### config.mk
export PLATFORM = sky130hd
export DESIGN_NAME = alu_core
export DESIGN_NICKNAME = d
export VERILOG_FILES = /design/src/rtl/alu_core.sv
export SDC_FILE = /design/constraint.sdc
export NUM_CORES = 1
export LEC_CHECK = 0
export BUFFER_PORTS_ARGS = -buffer_cell sky130_fd_sc_hd__buf_4
export CAP_MARGIN = 20
export CORE_AREA = 4 4 169 89
export CTS_CLUSTER_DIAMETER = 50
export CTS_CLUSTER_SIZE = 40
export DETAILED_ROUTE_END_ITERATION = 12
export DIE_AREA = 0 0 173 93
export GPL_TIMING_DRIVEN = 1
export PLACE_DENSITY = 0.6
export RECOVER_POWER = 50
export SYNTH_ARGS = -nofsm -noshare
export SYNTH_HDL_FRONTEND = slang
export SYNTH_SLANG_ARGS = --single-unit
### constraint.sdc
create_clock -name CLK -period 1.3 [get_ports CLK]
set_input_delay 0.325 -clock CLK [delete_from_list [all_inputs] [get_ports CLK]]
set_output_delay 0.325 -clock CLK [all_outputs]
set_load 0.03 [all_outputs]
### src/rtl/alu_core.sv
// alu_core: registered, clock-enabled integer ALU with arithmetic and logic modes.
// All outputs are registered. Every update clears the flags and then sets only
// the flags that belong to the operation.
// Build option: define ALU_MULT_EN to include the 2-cycle multiplier (arith CMD 9/10).
// Without it, those commands report ERR and no multiplier is built.
module alu_core #(
  parameter int N     = 8,
  parameter int CMD_W = 4
) (
  input  logic             CLK,
  input  logic             RST,
  input  logic             CE,
  input  logic [1:0]       INP_VALID,
  input  logic             MODE,
  input  logic [CMD_W-1:0] CMD,
  input  logic             CIN,
  input  logic [N-1:0]     OPA,
  input  logic [N-1:0]     OPB,
  output logic [2*N-1:0]   RES,
  output logic             COUT,
  output logic             OFLOW,
  output logic             G,
  output logic             L,
  output logic             E,
  output logic             ERR
);

  localparam int SH_W = $clog2(N);
  localparam logic [N-1:0] ONE_N  = N'(1);
  localparam logic [N:0]   ONE_N1 = (N+1)'(1);

  typedef enum logic [CMD_W-1:0] {
    A_ADD, A_SUB, A_ADD_CIN, A_SUB_CIN, A_INC_A, A_DEC_A, A_INC_B, A_DEC_B,
    A_CMP, A_MUL_INC, A_MUL_SHL
  } arith_cmd_e;

  typedef enum logic [CMD_W-1:0] {
    L_AND, L_NAND, L_OR, L_NOR, L_XOR, L_XNOR, L_NOT_A, L_NOT_B,
    L_SHR1_A, L_SHL1_A, L_SHR1_B, L_SHL1_B, L_ROL, L_ROR
  } logic_cmd_e;

  logic [N:0]     add_ab, add_abc, sub_ab, sub_abc;
  logic [2*N-1:0] rol_w, ror_w;
  logic           rot_bad;

  logic [2*N-1:0] d_res;
  logic           d_cout, d_oflow, d_g, d_l, d_e, d_err;
  logic           need_a, need_b, legal, op_ok;
  logic           load_dec;

  assign add_ab  = {1'b0, OPA} + {1'b0, OPB};
  assign add_abc = add_ab + {{N{1'b0}}, CIN};
  // Bit N of the (N+1)-bit difference is the borrow.
  assign sub_ab  = {1'b0, OPA} - {1'b0, OPB};
  assign sub_abc = sub_ab - {{N{1'b0}}, CIN};
  // Rotation via a doubled copy of A: the wrapped bits land in the kept half.
  assign rol_w   = {OPA, OPA} << OPB[SH_W-1:0];
  assign ror_w   = {OPA, OPA} >> OPB[SH_W-1:0];
  assign rot_bad = |(OPB >> SH_W);

`ifdef ALU_MULT_EN
  localparam logic [2*N-1:0] ONE_2N = (2*N)'(1);

  typedef enum logic {ST_IDLE, ST_MUL} state_e;
  state_e         state, state_nxt;
  logic           d_mul, cap_mul, load_mul;
  logic [N-1:0]   mul_a, mul_b;
  logic           mul_shl;
  logic [2*N-1:0] mul_x, mul_y, mul_p;
`endif

  // Decode the sampled command: legality, operand validity and single-cycle result.
  always_comb begin
    d_res  = '0;
    d_cout = 1'b0;
    d_oflow = 1'b0;
    d_g    = 1'b0;
    d_l    = 1'b0;
    d_e    = 1'b0;
    d_err  = 1'b0;
    need_a = 1'b0;
    need_b = 1'b0;
    legal  = 1'b1;
`ifdef ALU_MULT_EN
    d_mul  = 1'b0;
`endif
    if (MODE) begin
      case (CMD)
        A_ADD, A_SUB, A_ADD_CIN, A_SUB_CIN, A_CMP: begin need_a = 1'b1; need_b = 1'b1; end
        A_INC_A, A_DEC_A: need_a = 1'b1;
        A_INC_B, A_DEC_B: need_b = 1'b1;
`ifdef ALU_MULT_EN
        A_MUL_INC, A_MUL_SHL: begin need_a = 1'b1; need_b = 1'b1; end
`endif
        default: legal = 1'b0;
      endcase
    end else begin
      case (CMD)
        L_AND, L_NAND, L_OR, L_NOR, L_XOR, L_XNOR, L_ROL, L_ROR: begin
          need_a = 1'b1;
          need_b = 1'b1;
        end
        L_NOT_A, L_SHR1_A, L_SHL1_A: need_a = 1'b1;
        L_NOT_B, L_SHR1_B, L_SHL1_B: need_b = 1'b1;
        default: legal = 1'b0;
      endcase
    end

    op_ok = legal && (!need_a || INP_VALID[0]) && (!need_b || INP_VALID[1])
            && !(!MODE && (CMD == L_ROL || CMD == L_ROR) && rot_bad);

    if (!op_ok) begin
      d_err = 1'b1;
    end else if (MODE) begin
      case (CMD)
        A_ADD:     begin d_res[N:0] = add_ab;  d_cout = add_ab[N]; end
        A_SUB:     begin d_res[N-1:0] = sub_ab[N-1:0];  d_oflow = sub_ab[N]; end
        A_ADD_CIN: begin d_res[N:0] = add_abc; d_cout = add_abc[N]; end
        A_SUB_CIN: begin d_res[N-1:0] = sub_abc[N-1:0]; d_oflow = sub_abc[N]; end
        A_INC_A:   d_res[N:0] = {1'b0, OPA} + ONE_N1;
        A_DEC_A:   begin d_res[N-1:0] = OPA - ONE_N; d_oflow = (OPA == '0); end
        A_INC_B:   d_res[N:0] = {1'b0, OPB} + ONE_N1;
        A_DEC_B:   begin d_res[N-1:0] = OPB - ONE_N; d_oflow = (OPB == '0); end
        A_CMP:     begin d_g = (OPA > OPB); d_l = (OPA < OPB); d_e = (OPA == OPB); end
`ifdef ALU_MULT_EN
        A_MUL_INC, A_MUL_SHL: d_mul = 1'b1;
`endif
        default: ;
      endcase
    end else begin
      case (CMD)
        L_AND:    d_res[N-1:0] = OPA & OPB;
        L_NAND:   d_res[N-1:0] = ~(OPA & OPB);
        L_OR:     d_res[N-1:0] = OPA | OPB;
        L_NOR:    d_res[N-1:0] = ~(OPA | OPB);
        L_XOR:    d_res[N-1:0] = OPA ^ OPB;
        L_XNOR:   d_res[N-1:0] = ~(OPA ^ OPB);
        L_NOT_A:  d_res[N-1:0] = ~OPA;
        L_NOT_B:  d_res[N-1:0] = ~OPB;
        L_SHR1_A: d_res[N-1:0] = OPA >> 1;
        L_SHL1_A: d_res[N-1:0] = OPA << 1;
        L_SHR1_B: d_res[N-1:0] = OPB >> 1;
        L_SHL1_B: d_res[N-1:0] = OPB << 1;
        L_ROL:    d_res[N-1:0] = rol_w[2*N-1:N];
        L_ROR:    d_res[N-1:0] = ror_w[N-1:0];
        default: ;
      endcase
    end
  end

`ifdef ALU_MULT_EN
  // Product of the captured operands; both forms fit in 2N bits after truncation.
  assign mul_x = mul_shl ? {{N{1'b0}}, mul_a << 1} : {{N{1'b0}}, mul_a} + ONE_2N;
  assign mul_y = mul_shl ? {{N{1'b0}}, mul_b}      : {{N{1'b0}}, mul_b} + ONE_2N;
  assign mul_p = mul_x * mul_y;

  // Multiply sequencer state; holds with CE low, reset cancels a pending product.
  always_ff @(posedge CLK or negedge RST) begin
    if (!RST)    state <= ST_IDLE;
    else if (CE) state <= state_nxt;
  end

  // Next state: a multiply occupies one extra cycle.
  always_comb begin
    state_nxt = state;
    case (state)
      ST_IDLE: if (d_mul) state_nxt = ST_MUL;
      ST_MUL:  state_nxt = ST_IDLE;
      default: state_nxt = ST_IDLE;
    endcase
  end

  // Per-state control: capture operands, load decoded result, or load product.
  always_comb begin
    cap_mul  = 1'b0;
    load_dec = 1'b0;
    load_mul = 1'b0;
    case (state)
      ST_IDLE: if (d_mul) cap_mul = 1'b1; else load_dec = 1'b1;
      ST_MUL:  load_mul = 1'b1;
      default: ;
    endcase
  end

  // Operand capture for the multiplier.
  always_ff @(posedge CLK or negedge RST) begin
    if (!RST) begin
      mul_a   <= '0;
      mul_b   <= '0;
      mul_shl <= 1'b0;
    end else if (CE && cap_mul) begin
      mul_a   <= OPA;
      mul_b   <= OPB;
      mul_shl <= (CMD == A_MUL_SHL);
    end
  end
`else
  assign load_dec = 1'b1;
`endif

  // Output registers: reset wins over CE; each load rewrites every flag.
  always_ff @(posedge CLK or negedge RST) begin
    if (!RST) begin
      RES <= '0; COUT <= 1'b0; OFLOW <= 1'b0; G <= 1'b0; L <= 1'b0; E <= 1'b0; ERR <= 1'b0;
    end else if (CE) begin
`ifdef ALU_MULT_EN
      if (load_mul) begin
        RES <= mul_p; COUT <= 1'b0; OFLOW <= 1'b0; G <= 1'b0; L <= 1'b0; E <= 1'b0; ERR <= 1'b0;
      end else
`endif
      if (load_dec) begin
        RES <= d_res; COUT <= d_cout; OFLOW <= d_oflow;
        G <= d_g; L <= d_l; E <= d_e; ERR <= d_err;
      end
    end
  end

endmodule

# ---- Yosys cells after proc, flatten, opt, wreduce, memory -nomap -nowiden
# Index checks and enable logic that the tools add are counted.
dict set report word_totals {
  ff_bits 15
  elab_cells 94
}
dict set report classes {
  addsub 8
  magnitude_cmp 2
  n_eq_ne 14
  n_shift 2
  n_mux 31
  bitwise 8
  n_reduce_logical 22
}
# op n
set op_table {}
lappend op_table {{8-bit one-hot mux with 14 select lines} 1}
lappend op_table {{8-bit one-hot mux with 8 select lines} 1}
lappend op_table {{8-bit NOT} 5}
lappend op_table {{4-bit == test, second input constant} 6}
lappend op_table {{1-bit two-way mux} 24}
lappend op_table {{11-bit OR reduction} 2}
lappend op_table {{8-bit by 1-bit adder with 9-bit output, second input constant} 2}
lappend op_table {{4-bit by 3-bit == test with 1-bit output, second input constant} 4}
lappend op_table {{8-bit zero test} 2}
lappend op_table {{16-bit by 3-bit left shift with 16-bit output} 1}
lappend op_table {{16-bit by 3-bit right shift with 8-bit output} 1}
lappend op_table {{8-bit by 1-bit subtractor with 8-bit output, second input constant} 2}
lappend op_table {{14-bit OR reduction} 1}
lappend op_table {{7-bit OR reduction} 2}
lappend op_table {{8-bit by 8-bit adder with 9-bit output} 1}
lappend op_table {{9-bit by 1-bit adder with 9-bit output} 1}
lappend op_table {{9-bit two-way mux} 1}
lappend op_table {{9-bit OR reduction} 1}
lappend op_table {{8-bit by 8-bit subtractor with 9-bit output} 1}
lappend op_table {{9-bit by 1-bit subtractor with 9-bit output} 1}
lappend op_table {{8-bit AND} 1}
lappend op_table {{4-bit by 2-bit == test with 1-bit output, second input constant} 2}
lappend op_table {{8-bit == test} 1}
lappend op_table {{8-bit greater-than comparator} 1}
lappend op_table {{12 further kinds} 22}

# ---- Longest topological paths before layout
dict set report logic_depth {
  word_depth 10
  mapped_depth 14
  ltp_nobuf 12
}

# ---- Worst setup path after synthesis
# No wires, ideal clock.
dict set report synth_timing {
  path_kind {input to register}
  startpoint {input port OPA[0]}
  endpoint {register RES[6]}
  arrival_time_ps 2894
  t_required_ps 1176
  path_slack_ps -1718
  cell_stages 13
  n_path_buf 2
  path_cell_list {clkbuf_1 clkbuf_1 inv_1 ha_1 inv_1 fa_1 inv_1 ha_1 nand2_1 nor4_1 a211o_1 nand2_1 o31a_1}
}
dict set report synth_via {
  elab_chain_len 5
  word_cells_on_any_way 12
  cone_classes {6 x add/sub; 2 x shift; 4 x mux}
}
# element line
set synth_lines {}
lappend synth_lines {{start: declaration} 17} ;# input logic [N-1:0] OPA,
lappend synth_lines {{8-bit by 8-bit subtractor with 9-bit output or 8-bit by 8-bit adder with 9-bit output (tied branches)} {54, 51}}
lappend synth_lines {{9-bit by 1-bit subtractor with 9-bit output or 9-bit by 1-bit adder with 9-bit output (tied branches)} {55, 52}}
lappend synth_lines {{8-bit one-hot mux with 8 select lines} 115} ;# case (CMD)
lappend synth_lines {{8-bit two-way mux (*)} 114} ;# end else if (MODE) begin
lappend synth_lines {{9-bit two-way mux (*)} 112} ;# if (!op_ok) begin
lappend synth_lines {{end signal: assignment} 212} ;# RES <= d_res; COUT <= d_cout; OFLOW <= d_oflow;
lappend synth_lines {{end: declaration} 19} ;# output logic [2*N-1:0] RES,
# Mark *: on every way between the ends. The rest lies on a longest branch, timed or not.
# A chain may end at the register's enable or synchronous reset.

# ---- Worst setup path after layout
dict set report layout_timing {
  startpoint {input port OPB[0]}
  endpoint {register RES[7]}
}
dict set report layout_via {
  elab_chain_len 5
  word_cells_on_any_way 12
  cone_classes {6 x add/sub; 2 x shift; 4 x mux}
}
# element line
set layout_lines {}
lappend layout_lines {{start: declaration} 18} ;# input logic [N-1:0] OPB,
lappend layout_lines {{8-bit by 8-bit subtractor with 9-bit output or 8-bit by 8-bit adder with 9-bit output (tied branches)} {54, 51}}
lappend layout_lines {{9-bit by 1-bit subtractor with 9-bit output or 9-bit by 1-bit adder with 9-bit output (tied branches)} {55, 52}}
lappend layout_lines {{8-bit one-hot mux with 8 select lines} 115}
lappend layout_lines {{8-bit two-way mux (*)} 114}
lappend layout_lines {{9-bit two-way mux (*)} 112}
# Marked as above.

==> results.tsv <==
metric	value	unit
clock tree buffer depth	2	
Worst path top cell family by delay	compound AO/OA/AOI/OAI gates	
vias in the first global route	5888	
failing checks	setup timing	
antenna fix cells	0	
Fillers	1226	
Slew headroom	0.558	
CTS Buf Count	3	
max-cap viol count	0	
total grt overflow	0	
CP Buf/Inv Count	1	
RD Place Congestion	1.04	
CTS tree	built	
worst-case vdd ir drop	0.000427	V
CTS HTree Levels	1	
synthesized instance count	645	
nets	958	
crit-path max cell delay	0.42	ns
largest net degree at the start of global routing	27	
Yosys reg bits	15	
area grow syn2layout	66.9	%
post-route minimum period	2.59	ns
Tightest Hold Check Type	in2reg	
measured slew at the worst slew-check pin	0.659	ns
routed vias/inst	5.92	
Synth top cells by count	nor2_1 (71), nand2_1 (41), a21oi_1 (40)	
Worst-Skew Late Latency	0.24	ns
TritonRoute pass-1 iters	7	
asr flop ratio synth	1.00	
final setup vio count	15	
GRT Util Overall	0.285	
Critical Path RT	1.39	ns
count of cell types in the netlist	74	
most numerous cell in the Yosys netlist	nor2_1	
Core Region	0.0134	mm^2
die width	173	um
LEAKAGE	0.00338	uW
antenna violations before repair	1	
RSZ-0062 raised after global routing	true	
DRT iter0 DRCs	661	
layout cells sized above 1	0.474	
Crit-path slowest cell	fa_2	
RR Startpoint	RES[5]$_DFFE_PN0P_	
CP Class	in2reg	
root buf cell	clkbuf_16	
Hold Slack	0.372	ns
critical path fanouts, max	3	
EDFF count, synth	0	
crit-path cells	buf_8 > ha_4 > fa_2 > a21o_4 > a2111oi_4 > o211ai_2 > nor4b_4 > a211oi_2 > o41ai_2 > o211ai_1	
Hold Vio Cnt, Final	0	
post-synth top area share	0.0938	
max frequency	387	MHz
CP startpoint	OPB[0]	
antenna-violating nets left	0	
Initial Util	0.347	
area of the mapped netlist	0.00467	mm^2
drt total wl	23700	um
Worst Setup End Kind	flip-flop	
Syn Area/Cell	7.24	um^2
final critical-path setup slack	-1.29	ns
Startpoint Class	input port	
Clock Sinks	15	
leading area contributor after synthesis	ha_1	
row count	30	
sequential area share after synthesis	0.0804	
dpl ws	-1.61	ns
die span in y	93	um
final period utilization	1.99	
power per cell area	559	mW/mm^2
I/O Buffers	41	
WL/cell	22.2	um
DRC Markers	0	
Worst-path clk slew	0.05	ns
Final Skew	0	ns
status	finished, violations left	
vias after detailed routing	6326	
setup tns final	-13.11	ns
die area	0.0161	mm^2
yosys warns	0	
I/O pin total	49	
crit path DAT	2.68	ns
top cells by area, synth	ha_1 (9.4%), dfrtp_1 (8.0%), xnor2_1 (6.0%)	
DPL Wire Length	19400	um
HP Start	CE	
Total Power	4360	uW
Max Slew Vio Count	0	
dominant synthesized flop cell	dfrtp_1	
first-pass GRT wire length	35500	um
cells in the final DEF (no fill, tap or decap), drive strengths merged, types with 4 or more instances in the layout:
cell type | Yosys | layout
o21a | 4 | 4
or4 | 5 | 5
dfrtp | 15 | 15
a221oi | 8 | 8
mux4 | 12 | 12
o32ai | 9 | 9
a22oi | 11 | 11
or3 | 10 | 10
and3 | 8 | 8
nand3 | 23 | 23
clkbuf | 25 | 5
ha | 35 | 35
a31oi | 7 | 7
nand2 | 41 | 41
o31ai | 8 | 8
o21ai | 31 | 31
nor2 | 71 | 71
a211o | 4 | 4
nand2b | 17 | 17
conb | 1 | 7
nor3 | 15 | 15
nand4 | 7 | 7
xor2 | 6 | 6
a211oi | 13 | 13
o22ai | 6 | 6
inv | 37 | 36
mux2i | 17 | 17
o211ai | 13 | 13
nor4 | 7 | 7
a21oi | 40 | 40
nor2b | 10 | 10
buf | 38 | 299
xnor2 | 33 | 33
timing repair:
action	4_1_cts	5_1_grt
endpoints found under the hold margin	15	0
endpoints found under the setup margin	15	15
pin swaps	40	41
gates resized for setup	57	54
setup buffers	18	11
hold buffers	1	0
cells by family (layout without fill, tap and decap cells):
group	count (synthesis)	count (layout)	share of synthesized area
xor gates and xnor gates	39	39	0.0772
other	1	7	0.000803
buffers and inverters	101	343	0.0973
and+or+nand+nor	227	227	0.244
AOI/OAI and AO/OA	196	196	0.304
DFF	15	15	0.0804
adders and majority gates	37	37	0.102
muxes	29	29	0.0943
layer usage:
| layer | up-vias | global-route usage | part of all wire |
|---|---|---|---|
| met4 | 2 | 0.0577 | 0.023 |
| met3 | 48 | 0.0557 | 0.11 |
| met2 | 362 | 0.439 | 0.43 |
| li1 | 2878 | - | - |
| met5 | - | 0 | 0.00072 |
| met1 | 3036 | 0.416 | 0.44 |
where the power goes:
| part | internal [uW] | leakage, uW | switching, uW |
|---|---|---|---|
| logic | 1550 | 0.00314 | 1700 |
| clock network | 414 | 0.0000382 | 175 |
| registers | 497 | 0.000202 | 15.8 |
sequential cells by signal (all words and copies together), names as in the netlist:
register and flops:
OFLOW 1, E 1, G 1, RES 9
COUT 1, L 1, ERR 1
worst paths after layout:
| path | endpoint | slack (ns) | cells past startpoint |
|---|---|---|---|
| max in group asynchronous | RES[7]$_DFFE_PN0P_ | 0.50 | 2 |
| hold / removal | G$_DFFE_PN0P_ | 0.37 | 2 |
| min in group asynchronous | E$_DFFE_PN0P_ | 0.54 | 2 |
| hold reg to reg | ERR$_DFFE_PN0P_ | 0.47 | 1 |
| setup reg to reg | RES[5]$_DFFE_PN0P_ | -0.55 | 5 |
| setup / recovery | RES[7]$_DFFE_PN0P_ | -1.29 | 10 |
stage by stage:
| step | instance area [um^2] | instances | utilization |
|---|---|---|---|
| detailed placement | 7050 | 1040 | 0.525 |
| finish | 7790 | 1069 | 0.580 |
| global route | 7790 | 1069 | 0.580 |
| global placement | 7050 | 1040 | 0.525 |
| floorplan | 5160 | 651 | - |
| CTS | 7520 | 1062 | 0.560 |
final cells by class:
class	instances	area, um^2	area share
multi-input cells	535	4470	0.573
repair buffers	301	2460	0.316
flip-flops and latches	15	375	0.0482
well taps	176	220	0.0283
inverters	38	186	0.0239
clock buffers	4	78.8	0.0101
(Power assumes the default switching activity.)
